===== src/rtl/cart_dram_ctrl.sv =====
// cart_dram_ctrl
//   A-bus slave controller for an extended-RAM cartridge. CS0 accesses that
//   fall inside the RAM window are sequenced onto a req/ack word-memory port.
//   Reads stall the bus through AWAIT_N until data returns. Writes are posted
//   through a one-deep buffer. CS1 reads at AA[23:0]=24'hFFFFFE return the
//   cartridge ID byte.
//
// Ports
//   CLK, RST           system clock, synchronous active-high reset
//   CE_R               A-bus rising-edge clock enable for strobe sampling
//   AA, ADI, ADO       A-bus byte address, write data, read data
//   ACS0_N, ACS1_N     chip selects (RAM window / ID register), active low
//   ARD_N              read strobe, active low
//   AWRL_N, AWRU_N     low/high byte write strobes, active low
//   AWAIT_N            bus wait, active low
//   MEM_A/D/BE/WE      memory word address, write data, byte enables, direction
//   MEM_REQ, MEM_ACK   request (held until ack), one-cycle acknowledge
//   MEM_Q              memory read data, valid with MEM_ACK
//   ERR                sticky memory timeout flag
module cart_dram_ctrl #(
  parameter int          SIZE_LOG2 = 22,
  parameter logic [25:0] BASE      = 26'h0400000,
  parameter logic [7:0]  CART_ID   = 8'h5C,
  parameter int          TIMEOUT   = 255
) (
  input  logic                 CLK,
  input  logic                 RST,
  input  logic                 CE_R,
  input  logic [25:0]          AA,
  input  logic [15:0]          ADI,
  output logic [15:0]          ADO,
  input  logic                 ACS0_N,
  input  logic                 ACS1_N,
  input  logic                 ARD_N,
  input  logic                 AWRL_N,
  input  logic                 AWRU_N,
  output logic                 AWAIT_N,
  output logic [SIZE_LOG2-2:0] MEM_A,
  output logic [15:0]          MEM_D,
  input  logic [15:0]          MEM_Q,
  output logic [1:0]           MEM_BE,
  output logic                 MEM_WE,
  output logic                 MEM_REQ,
  input  logic                 MEM_ACK,
  output logic                 ERR
);

  localparam logic [1:0] S_IDLE    = 2'd0;
  localparam logic [1:0] S_RD_REQ  = 2'd1;
  localparam logic [1:0] S_WR_REQ  = 2'd2;
  localparam logic [1:0] S_RD_DONE = 2'd3;

  localparam int CNT_W = $clog2(TIMEOUT + 1);

  logic [1:0]           state;
  logic                 rd_old;
  logic                 wr_old;
  logic                 buf_full;
  logic [SIZE_LOG2-2:0] buf_a;
  logic [15:0]          buf_d;
  logic [1:0]           buf_be;
  logic                 rd_pend;
  logic                 wr_stall;
  logic [SIZE_LOG2-2:0] rd_a;
  logic [CNT_W-1:0]     tmo_cnt;

  logic wr_low;
  logic rd_start;
  logic wr_start;
  logic ram_hit;
  logic id_hit;
  logic tmo_hit;
  logic wr_done;
  logic wr_take;
  logic cap_now;

  assign wr_low   = ~(AWRL_N & AWRU_N);
  assign rd_start = CE_R & ~ARD_N & rd_old;
  assign wr_start = CE_R & wr_low & wr_old;
  assign ram_hit  = ~ACS0_N & (AA[25:SIZE_LOG2] == BASE[25:SIZE_LOG2]);
  assign id_hit   = ~ACS1_N & (AA[23:0] == 24'hFFFFFE);
  assign tmo_hit  = (tmo_cnt == CNT_W'(TIMEOUT - 1));

  // The posted write leaves the buffer this cycle, either acked or abandoned.
  assign wr_done  = (state == S_WR_REQ) & MEM_REQ & (MEM_ACK | tmo_hit);
  assign wr_take  = wr_start & ram_hit;
  // A new write lands in the buffer when it is empty or emptying right now;
  // a stalled write is captured from the still-held bus on the drain cycle.
  assign cap_now  = (wr_take & (~buf_full | wr_done)) | (wr_stall & wr_done);

  // Memory-side sequencing first, then bus-side events; later assignments
  // win so a buffer refill on the drain cycle overrides the clear.
  always_ff @(posedge CLK) begin
    if (RST) begin
      state    <= S_IDLE;
      rd_old   <= 1'b1;
      wr_old   <= 1'b1;
      buf_full <= 1'b0;
      buf_a    <= '0;
      buf_d    <= '0;
      buf_be   <= '0;
      rd_pend  <= 1'b0;
      wr_stall <= 1'b0;
      rd_a     <= '0;
      tmo_cnt  <= '0;
      ADO      <= 16'hFFFF;
      AWAIT_N  <= 1'b1;
      MEM_REQ  <= 1'b0;
      MEM_WE   <= 1'b0;
      MEM_BE   <= 2'b00;
      MEM_A    <= '0;
      MEM_D    <= '0;
      ERR      <= 1'b0;
    end else begin
      if (CE_R) begin
        rd_old <= ARD_N;
        wr_old <= AWRL_N & AWRU_N;
      end

      case (state)
        // Posted write always goes first so a following read sees its data.
        S_IDLE: begin
          if (buf_full) begin
            MEM_REQ <= 1'b1;
            MEM_WE  <= 1'b1;
            MEM_A   <= buf_a;
            MEM_D   <= buf_d;
            MEM_BE  <= buf_be;
            tmo_cnt <= '0;
            state   <= S_WR_REQ;
          end else if (rd_pend) begin
            MEM_REQ <= 1'b1;
            MEM_WE  <= 1'b0;
            MEM_A   <= rd_a;
            MEM_BE  <= 2'b11;
            tmo_cnt <= '0;
            rd_pend <= 1'b0;
            state   <= S_RD_REQ;
          end
        end
        S_RD_REQ: begin
          if (MEM_ACK) begin
            ADO     <= MEM_Q;
            AWAIT_N <= 1'b1;
            MEM_REQ <= 1'b0;
            state   <= S_RD_DONE;
          end else if (tmo_hit) begin
            ADO     <= 16'hFFFF;
            AWAIT_N <= 1'b1;
            MEM_REQ <= 1'b0;
            ERR     <= 1'b1;
            state   <= S_RD_DONE;
          end else begin
            tmo_cnt <= tmo_cnt + CNT_W'(1);
          end
        end
        S_WR_REQ: begin
          if (MEM_ACK || tmo_hit) begin
            MEM_REQ  <= 1'b0;
            buf_full <= 1'b0;
            state    <= S_IDLE;
            if (!MEM_ACK) begin
              ERR <= 1'b1;
            end
          end else begin
            tmo_cnt <= tmo_cnt + CNT_W'(1);
          end
        end
        S_RD_DONE: begin
          if (CE_R && ARD_N) begin
            state <= S_IDLE;
          end
        end
        default: state <= S_IDLE;
      endcase

      // Bus side: write starts win over simultaneous read starts.
      if (cap_now) begin
        buf_full <= 1'b1;
        buf_a    <= AA[SIZE_LOG2-1:1];
        buf_d    <= ADI;
        buf_be   <= {~AWRU_N, ~AWRL_N};
        wr_stall <= 1'b0;
        if (wr_stall) begin
          AWAIT_N <= 1'b1;
        end
      end else if (wr_take) begin
        wr_stall <= 1'b1;
        AWAIT_N  <= 1'b0;
      end else if (rd_start && !wr_start) begin
        if (ram_hit) begin
          rd_pend <= 1'b1;
          rd_a    <= AA[SIZE_LOG2-1:1];
          AWAIT_N <= 1'b0;
        end else if (id_hit) begin
          ADO <= {8'hFF, CART_ID};
        end else begin
          ADO <= 16'hFFFF;
        end
      end
    end
  end

endmodule

===== config.mk =====
export PLATFORM = sky130hd
export DESIGN_NAME = cart_dram_ctrl
export DESIGN_NICKNAME = d
export VERILOG_FILES = /design/src/rtl/cart_dram_ctrl.sv
export SDC_FILE = /design/constraint.sdc
export NUM_CORES = 1
export LEC_CHECK = 0
export CELL_PAD_IN_SITES_DETAIL_PLACEMENT = 1
export CELL_PAD_IN_SITES_GLOBAL_PLACEMENT = 1
export CORE_MARGIN = 1.5
export CORE_UTILIZATION = 42
export DETAILED_ROUTE_END_ITERATION = 8
export DONT_BUFFER_PORTS = 1
export HOLD_SLACK_MARGIN = 0.08
export PLACE_DENSITY_LB_ADDON = 0.25
export SETUP_SLACK_MARGIN = 0.1
export SLEW_MARGIN = 10
export SYNTH_ARGS = -nofsm -noshare
export SYNTH_HDL_FRONTEND = slang
export SYNTH_SLANG_ARGS = --single-unit

===== constraint.sdc =====
create_clock -name CLK -period 2 [get_ports CLK]
set_input_delay 0.6 -clock CLK [delete_from_list [all_inputs] [get_ports CLK]]
set_output_delay 0.6 -clock CLK [all_outputs]
set_load 0.02 [all_outputs]

==> metrics.md, run 1 <==
| Metric | Value |
|---|---|
| Status | complete, no violations |
| I/O Pins | 126 |
| Per-cell routed wire length | 18.6 µm |
| Power Total | 6.24 mW |
| Beginning of the critical path | tmo_cnt[0] |
| Initial Utilization | 43.5% |
| Worst skew pair latency | 420 ps |
| Detailed Place HPWL | 9010 µm |
| TritonCTS clock tree | yes |
| Worst setup margin | 154 ps |
| Post-DR vias/cell | 5.51 |
| Overall Global Routing Usage | 21.4% |
| FP Rows | 40 |
| DRC | 0 |
| Routed Antenna Nets | 0 |
| Worst IR drop on VDD | 0.000525 V |
| DP Cell Count | 744 |
| Total clock buffers created by CTS | 17 |
| Period utilization | 92.3% |
| Area grow syn2layout | 19.4% |
| Max_cap viols | 0 |
| Layout cells sized above 1 | 13.9% |
| R2R setup slack | between 150 and 200 ps |
| Crit path max fanout | 5 |
| Largest net degree at the start of global routing | 117 |
| Post-route cell area | 6320 µm² |
| IO buf count | 0 |
| XOR/XNOR share of the synthesized area | 0.828% |
| Detailed-route via count | 4343 |
| Leak Pwr | 2.30 nW |
| Largest family of logic cells by synthesized area | simple AND/OR/NAND/NOR gates |
| Compound-Gate Fraction of Synth Area | roughly 16% |
| CP Launch Type | flop |
| Min-Delay Path Class | in -> reg |
| DRT Wirelength | approximately 15000 µm |
| Most frequent cells in the layout | nand2_1 (132), dfxtp_1 (128), nor2_1 (65), a21oi_1 (64), mux2i_1 (43) |
| Finished Layout Cells | 788 |
| Max-slew headroom | ~60% |
| Max Root-Sink Buffers | 2 |
| Async SR Flop Fraction | 0% |
| Adder-cell share of the synthesized area | 1.66% |
| Initial antenna violation count | 0 |
| DR pass1 iterations | 4 |
| First-pass GRT wire length | 21800 µm |
| CORE AREA | 12200 µm² |
| Die H | approximately 120 µm |
| Crit path kind | reg -> reg |
| Synthesized Nets | approximately 670 |
| Post-synth EDFFs | 0 |
| Root Buffer | clkbuf_16 |
| Worst slew pin tran | 578 ps |
| Worst-path clk slew | 50 ps |
| WHS | 250 ps |
| Avg Cell Area, Syn | 8.84 µm² |
| Pwr dens | roughly 990 nW/µm² |
| Register bit total from synthesis | 134 |
| RSZ-0062 raised after global routing | true |
| Clk sinks | 134 |
| Crit path time final | 1850 ps |
| Final Max Tran Viols | 0 |
| Post-layout util | 51.9% |
| Mux share of post-synthesis cell area | 8.33% |
| Dpl ws | -147 ps |
| Die ar. | 13300 µm² |
| H-tree depth | 4 |
| Cell variety after synth | 44 |
| # setup viols final | 0 |
| Synth Area in Simple Gates | 18.1% |
| N_diodes | 0 |
| Final hold vios | 0 |
| Worst R2R Start | tmo_cnt[0] |
| Data required, critical path | 2310 ps |
| Grt ovf | 0 |
| Total Nets Final | ~680 |
| Dpl cell area | 5480 µm² |
| Die Width | 115 µm |
| Sequential share of the synthesized area | between 50% and 60% |
| Synthesis Warnings | 0 |
| Max Freq | 0.542 GHz |
| First-iteration detailed-routing DRC count | 150 |
| Critical hold path startpoint | RST |
| Final RePlAce weighted congestion | 0.808 |
| Setup_tns | 0 ps |
| Cells after synthesis | 598 |
| Worst setup EP type | flop |
| Clk_skew | approximately 5.3 ps |
| Ys flop type | dfxtp_1 |
| Vias in the first global route | 4472 |
| Critical Path AT | ~2200 ps |
| Commonest non-fill, non-tap cell in the layout | nand2_1 |
| Synthesized cell area | 5290 µm² |
==> cells by family (layout without fill, tap and decap cells) <==
family          Yosys count  count (layout)
simple gates            229             229
flops                   134             134
compound gates          132             132
buf+inv                  47              69
mux                      44              44
fa+ha+maj                 7               7
xor+xnor                  5               5
==> power by group <==
part / internal (mW) / leakage, nW / switching, mW
clock network: 1.99 / 0.298 / 1.13
registers: 2.72 / 1.08 / 0.0643
logic: 0.159 / 0.917 / 0.185
total: 4.86 / 2.30 / 1.38
==> cell type report <==
class | count | area, µm²
Fill cell | 1398 | 5850
Timing Repair Buffer | 28 | 337
Sequential cell | 134 | 2690
Multi-Input combinational cell | 417 | 2450
Tap cell | 168 | 210
Clock buffer | 23 | 498
Clock inverter | 9 | 97.6
Inverter | 9 | 33.8
==> path summary, 6_finish.rpt <==
check,to,cells past startpoint
setup / recovery,rd_a[4],9
hold / removal,ERR,1
setup reg to reg,rd_a[4],9
hold reg to reg,MEM_D[8],2
==> repair_timing <==
action                                  4_1_cts  5_1_grt
pin swaps                                     1        8
endpoints found under the setup margin       35       69
gates cloned                                  1        4
hold buffers                                  0        0
resized for setup                             9       20
buffers inserted                              0        7
==> flip-flops by register name (all words and copies together), names as in the netlist, 8 cells and up <==
| name | count |
|---|---|
| ADO | 16 |
| buf_a | 21 |
| buf_d | 16 |
| tmo_cnt | 8 |
| MEM_A | 21 |
| MEM_D | 16 |
| rd_a | 21 |
==> routing by layer <==
layer  vias to the layer above  share of wire, %  global-route usage, %
li1                       2082                 -                      -
met1                      2122                43                   24.7
met2                       117                50                   36.8
met3                        22               5.8                   6.43
met4                         0               1.6                   9.38
met5                         -                 0                      0
==> cell usage after synthesis (2+ instances only) <==
master | number | area, µm²
dfxtp_1 | 134 | 2680
nand2_1 | 133 | 499
nor2_1 | 67 | 251
a21oi_1 | 64 | 320
mux2i_1 | 44 | 440
a211oi_1 | 25 | 188
clkbuf_1 | 21 | 78.8
o22ai_1 | 17 | 106
buf_6 | 9 | 101
inv_1 | 9 | 33.8
o21ai_0 | 9 | 45.0
buf_2 | 8 | 40.0
ha_1 | 7 | 87.6
nand4_1 | 6 | 37.5
nor3_1 | 4 | 20.0
nor4_1 | 4 | 25.0
xor2_1 | 4 | 35.0
and3_1 | 3 | 18.8
and2_1 | 2 | 12.5
nand3_1 | 2 | 10.0
o32a_1 | 2 | 20.0
or3_1 | 2 | 12.5
==> critical path: stages, from the launching register on <==
cell and delay, ps:
dfxtp_2 330, inv_2 40, ha_4 150, nand3_4 80, o21bai_1 80, buf_4 150
a311o_2 480, clkbuf_16 210, mux2i_1 160, nor2_1 50
Note: power is estimated with default switching activity, not from simulation.
==> inputs of run 2 (changes only) <==
--- a/config.mk
+++ b/config.mk
@@ -12,8 +12,10 @@
 export DETAILED_ROUTE_END_ITERATION = 8
 export DONT_BUFFER_PORTS = 1
 export HOLD_SLACK_MARGIN = 0.08
+export MAX_ROUTING_LAYER = met4
 export PLACE_DENSITY_LB_ADDON = 0.25
 export SETUP_SLACK_MARGIN = 0.1
+export SKIP_LAST_GASP = 1
 export SLEW_MARGIN = 10
 export SYNTH_ARGS = -nofsm -noshare
 export SYNTH_HDL_FRONTEND = slang
==> run 2 against run 1 <==
Wire length barely moved. Core utilization did not move. Sequential share of layout area did not move. Flip-flop and latch count did not move. Register-to-register slack barely moved. Largest cell class unchanged.
==> metrics.md, run 2 (synthesis results as in run 1) <==
| Metric | Value |
|---|---|
| Total clock buffers created by CTS | 17 (unchanged) |
| Max Freq | 0.543 GHz (+0.32%) |
| Clk_skew | 5.41 ps (+0.119 ps) |
| Max_cap viols | 0 (unchanged) |
| Initial Utilization | 43.5% (unchanged) |
| H-tree depth | 4 (unchanged) |
| Die H | 115 µm (unchanged) |
| Detailed-route via count | 4340 (-0.069%) |
| Area grow syn2layout | 19.4% (unchanged) |
| Worst setup EP type | flop |
| Ordered cell list for the critical path | a21boi_4, or3_4, a311o_2, buf_12, mux2i_2, nor2_1 |
| Initial antenna violation count | 0 (unchanged) |
| Worst IR drop on VDD | 0.000526 V (+0.14%) |
| Most frequent cells in the layout | nand2_1 (132), dfxtp_1 (128), nor2_1 (65), a21oi_1 (64), mux2i_1 (43) |
| CP Launch Type | flop |
| IO buf count | 0 (unchanged) |
| First-pass GRT wire length | 21800 µm (about the same) |
| TritonCTS clock tree | yes |
| Met1 Use GR | 25.0% (+0.30 points) |
| Worst skew pair latency | 420 ps (about the same) |
| Final hold vios | 0 (unchanged) |
| Die ar. | 13300 µm² (unchanged) |
| DR pass1 iterations | 4 (unchanged) |
| Overall Global Routing Usage | 22.1% (+0.67 points) |
| Crit path largest cell delay | 480 ps (about the same) |
| DRT Wirelength | 14600 µm (about the same) |
| Root Buffer | clkbuf_16 |
| Post-DR vias/cell | 5.51 (about the same) |
| Vias in the first global route | 4476 (+0.089%) |
| Pwr dens | 989 nW/µm² (+0.15%) |
| Worst slew pin tran | 479 ps (-99.2 ps) |
| Clk sinks | 134 (unchanged) |
| Post-route cell area | 6320 µm² (unchanged) |
| DRC | 0 (unchanged) |
| Commonest non-fill, non-tap cell in the layout | nand2_1 |
| Per-cell routed wire length | 18.6 µm (about the same) |
| FP Rows | 40 (unchanged) |
| Period utilization | 92.0% (-0.29 points) |
| Max Root-Sink Buffers | 2 (unchanged) |
| Min-Delay Path Class | in -> reg |
| Setup_tns | 0 ps (unchanged) |
| I/O Pins | 126 (unchanged) |
| Crit path time final | 1840 ps (-5.88 ps) |
| Total Nets Final | 681 (unchanged) |
| Final Max Tran Viols | 0 (unchanged) |
| CP max-delay cell | a311o_2 |
| Max-slew headroom | 67.8% (+6.7 points) |
| Grt ovf | 0 (unchanged) |
| Largest net degree at the start of global routing | 117 (unchanged) |
| DP Cell Count | 744 (unchanged) |
| Die Width | 115 µm (unchanged) |
| Fill count | 1398 (unchanged) |
| Met3 Usage GRT | 6.27% (-0.16 points) |
| Final RePlAce weighted congestion | 0.820 (+1.5%) |
| Buf/Inv on CP | 1 (-2) |
| Critical Path AT | 2150 ps (about the same) |
| Detailed Place HPWL | 9010 µm (unchanged) |
| RSZ-0062 raised after global routing | true |
| Worst-path clk slew | 50 ps (about the same) |
| Finished Layout Cells | 788 (unchanged) |
| Top delay family on crit path | compound AO/OA/AOI/OAI gates |
| Met2 Use GR | 36.8% (unchanged) |
| Routed Antenna Nets | 0 (unchanged) |
| GR peak layer | met2 |
| N_diodes | 0 (unchanged) |
| Data required, critical path | 2310 ps (about the same) |
| Layout cells sized above 1 | 13.9% (unchanged) |
| # setup viols final | 0 (unchanged) |
| Crit path max fanout | 6 (+1) |
| Leak Pwr | 2.30 nW (unchanged) |
| CORE AREA | 12200 µm² (unchanged) |
| Crit path kind | reg -> reg |
| Biggest regs | MEM_A (21), buf_a (21), rd_a (21) |
| First-iteration detailed-routing DRC count | 138 (-8.0%) |
| Dpl cell area | 5480 µm² (unchanged) |
| Status | complete, no violations |
| WHS | 249 ps (-0.403 ps) |
## run 2: cell counts in the layout (fill, tap and decap cells not counted)
Identical to the previous run, type by type.
## run 2: metrics by stage
stage | setup slack, ps | total power [mW] | util [%]
floorplan | 68.1 | 3.06 | -
global placement | -52.7 | 3.11 | 45.0
detailed placement | -147 | 3.12 | 45.0
CTS | 97.5 | 6.25 | 50.3
global route | 54.6 | 6.46 | 51.9
finish | 160 | 6.25 | 51.9
## run 2: area by class of cell
class,instances,area [µm²],share of cell area (%)
tap,168,210,3.33
inverter,9,33.8,0.535
clock inverter,9,97.6,1.55
clock buffer,23,498,7.88
timing repair buffer,28,337,5.33
sequential,134,2690,42.6
multi-input combinational,417,2450,38.8
## run 2: worst paths after layout
path | start | endpoint | slack, ps | depth (start not counted)
worst max-delay path | wr_old | rd_a[1] | 160 | 6
worst min-delay path | RST | ERR | 250 | 1
worst max register to register | wr_old | rd_a[1] | 160 | 6
worst min register to register | buf_d[8] | MEM_D[8] | 450 | 2
## run 2: what timing repair did
item | in CTS | in global routing
setup endpoints to repair | 35 | 69
hold buffers | 0 | 0
pin swaps | 1 | 8
buffers inserted | 0 | 7
resized for setup | 9 | 20
cloned | 1 | 4
## run 2: metal layers
layer / wire (µm) / up-vias
met2: 7310 / 119
li1: - / 2081
met5: 0 / -
met3: 843 / 24
met4: 272 / 0
met1: 6220 / 2116
## run 2: power by group
part | internal [mW] | total, mW | switching, mW
Combinational | 0.158 | 0.342 | 0.184
Clock | 1.99 | 3.13 | 1.14
Sequential | 2.72 | 2.78 | 0.0641
==> inputs of run 3 (changes only) <==
--- a/config.mk
+++ b/config.mk
@@ -7,7 +7,6 @@
 export LEC_CHECK = 0
 export CELL_PAD_IN_SITES_DETAIL_PLACEMENT = 1
 export CELL_PAD_IN_SITES_GLOBAL_PLACEMENT = 1
-export CORE_MARGIN = 1.5
 export CORE_UTILIZATION = 42
 export DETAILED_ROUTE_END_ITERATION = 8
 export DONT_BUFFER_PORTS = 1
==> run 3 against run 2 <==
Core utilization is 0.42 points lower. Critical path depth stayed put. Hold slack better by 5.2 ps. Global-route usage is 0.69 points higher. Combinational power is 4% lower. Non-clock buffer count is 2 lower. Wire length is 6.4% lower. Cell count is 0.63% lower. Sequential share of layout area is 0.27 points higher. Register-to-register slack hardly changed. Flip-flop and latch count stayed put. Critical endpoint is now rd_a[11]. Highest routed layer unchanged.
==> metrics.md, run 3 (synthesis results as in run 1) <==
| Metric | Value |
|---|---|
| Max_cap viols | 0 (unchanged) |
| Final Max Tran Viols | 0 (unchanged) |
| Worst skew pair latency | 420 ps (about the same) |
| Total Nets Final | 679 (-0.29%) |
| Area grow syn2layout | 18.5% |
| Final hold vios | 0 (unchanged) |
| Most frequent cells in the layout | dfxtp_1 (132), nand2_1 (132), nor2_1 (65), a21oi_1 (62), mux2i_1 (44) |
| Met3 Usage GRT | 8.58% (+2.3 points) |
| Dpl ws | -105 ps (+41.9 ps) |
| Worst IR drop on VDD | 0.000499 V (-5.0%) |
| Status | complete, no violations |
| I/O Pins | 126 (unchanged) |
| Total clock buffers created by CTS | 17 (unchanged) |
| H-tree depth | 4 (unchanged) |
| # setup viols final | 0 (unchanged) |
| Max-slew headroom | 64.6% (-3.2 points) |
| Setup_tns | 0 ps (unchanged) |
| Power Total | 6.13 mW (-1.9%) |
| RSZ-0062 raised after global routing | true |
| Root Buffer | clkbuf_16 |
| N_diodes | 0 (unchanged) |
| Layout cells sized above 1 | 12.4% (-1.5 points) |
| Detailed Place HPWL | 9120 µm (+1.2%) |
| First-pass GRT wire length | 22100 µm (+1.2%) |
| Hold Buf Count CTS | 0 (unchanged) |
| Min-Delay Path Class | in -> reg |
| Crit path time final | 1830 ps (-8.15 ps) |
| CP Launch Type | flop |
| Data required, critical path | 2310 ps (about the same) |
| Initial Utilization | 43.5% (unchanged) |
| Overall Global Routing Usage | 22.8% (+0.69 points) |
| Initial antenna violation count | 0 (unchanged) |
| FP Rows | 40 (unchanged) |
| GR peak layer | met2 |
| Crit path max fanout | 22 (+16) |
| Max Root-Sink Buffers | 2 (unchanged) |
| DRT Wirelength | 13700 µm (-6.4%) |
| Critical Path AT | 2140 ps (about the same) |
| Worst-path clk slew | 50 ps (about the same) |
| Final RePlAce weighted congestion | 0.789 (-3.7%) |
| Clk_skew | 8.26 ps (+2.85 ps) |
| Dpl cell area | 5620 µm² (+2.6%) |
| CORE AREA | 12200 µm² (unchanged) |
| Leak Pwr | 2.26 nW (-1.7%) |
| Post-layout util | 51.5% (-0.42 points) |
| Crit path kind | reg -> reg |
| Pwr dens | 978 nW/µm² (-1.1%) |
| Routed Antenna Nets | 0 (unchanged) |
| Biggest regs | MEM_A (21), buf_a (21), rd_a (21) |
| Met2 Use GR | 38.1% (+1.4 points) |
| Post-DR vias/cell | 5.44 (-1.3%) |
| Worst setup EP type | flop |
| Per-cell routed wire length | 17.5 µm (-5.8%) |
| Die H | 114 µm (-0.87%) |
| First-iteration detailed-routing DRC count | 126 (-8.7%) |
| TritonCTS clock tree | yes |
| Grt ovf | 0 (unchanged) |
| Vias in the first global route | 4489 (+0.29%) |
| Worst slew pin tran | 530 ps (+51.3 ps) |
| IO buf count | 0 (unchanged) |
| Period utilization | 91.6% (-0.41 points) |
| Detailed-route via count | 4257 (-1.9%) |
| Die ar. | 13000 µm² (-1.7%) |
| Die Width | 114 µm (-0.87%) |
| Max Freq | 0.546 GHz (+0.44%) |
| Largest net degree at the start of global routing | 117 (unchanged) |
| DRC | 0 (unchanged) |
| Worst setup margin | 168 ps (+8.15 ps) |
| Clk sinks | 134 (unchanged) |
| DR pass1 iterations | 4 (unchanged) |
| Post-route cell area | 6260 µm² (-0.81%) |
| Met1 Use GR | 24.5% (-0.52 points) |
-- run 3: changes by cell type in the layout (fill, tap and decap cells not counted), moves of 3 or more --
cell and delta:
clkinv_2 -4, clkbuf_16 -3, clkbuf_1 +3, dfxtp_2 -4
dfxtp_1 +4, buf_12 +5
-- run 3: area by class of cell --
| cell class | instances | area (µm²) |
|---|---|---|
| fill | 1385 | 5900 |
| sequential | 134 | 2690 |
| multi-input combinational | 417 | 2450 |
| clock buffer | 25 | 495 |
| timing repair buffer | 26 | 324 |
| tap | 168 | 210 |
| clock inverter | 4 | 70.1 |
| inverter | 9 | 33.8 |
-- run 3: stage by stage --
stage	cells	hold slack, ps
2_1_floorplan	598	432
3_3_place_gp	753	432
3_5_place_dp	753	442
4_1_cts	783	238
5_1_grt	783	243
6_report	783	255
-- run 3: repair_timing --
item / 4_1_cts / 5_1_grt
setup endpoints to repair: 14 / 67
setup buffers: 1 / 0
gates resized for setup: 5 / 15
pin swaps: 1 / 4
-- run 3: worst paths after layout --
kind | startpoint | end | slack [ps] | cells after the start
max reg2reg | wr_old | rd_a[11] | 170 | 6
max | wr_old | rd_a[11] | 170 | 6
min | RST | ERR | 250 | 1
min reg2reg | buf_d[10] | MEM_D[10] | 450 | 2
-- run 3: per-layer routing --
metal | vias to the layer above | wire length [µm]
met5 | - | 0
met4 | 0 | 233
met3 | 17 | 896
met2 | 102 | 6790
met1 | 2069 | 5780
li1 | 2069 | -
-- run 3: critical path, cell delays in order (launching register included) --
cell and delay [ps]:
dfxtp_1 310, a21boi_4 140, or3_1 410, a311o_2 410, buf_12 190, mux2i_1 190
nor2_1 60
-- run 3: power breakdown --
| group | total [mW] | switching [mW] | internal [mW] |
|---|---|---|---|
| clock | 3.02 | 1.08 | 1.94 |
| sequential | 2.78 | 0.0617 | 2.72 |
| combinational | 0.330 | 0.182 | 0.148 |
| total | 6.13 | 1.32 | 4.81 |
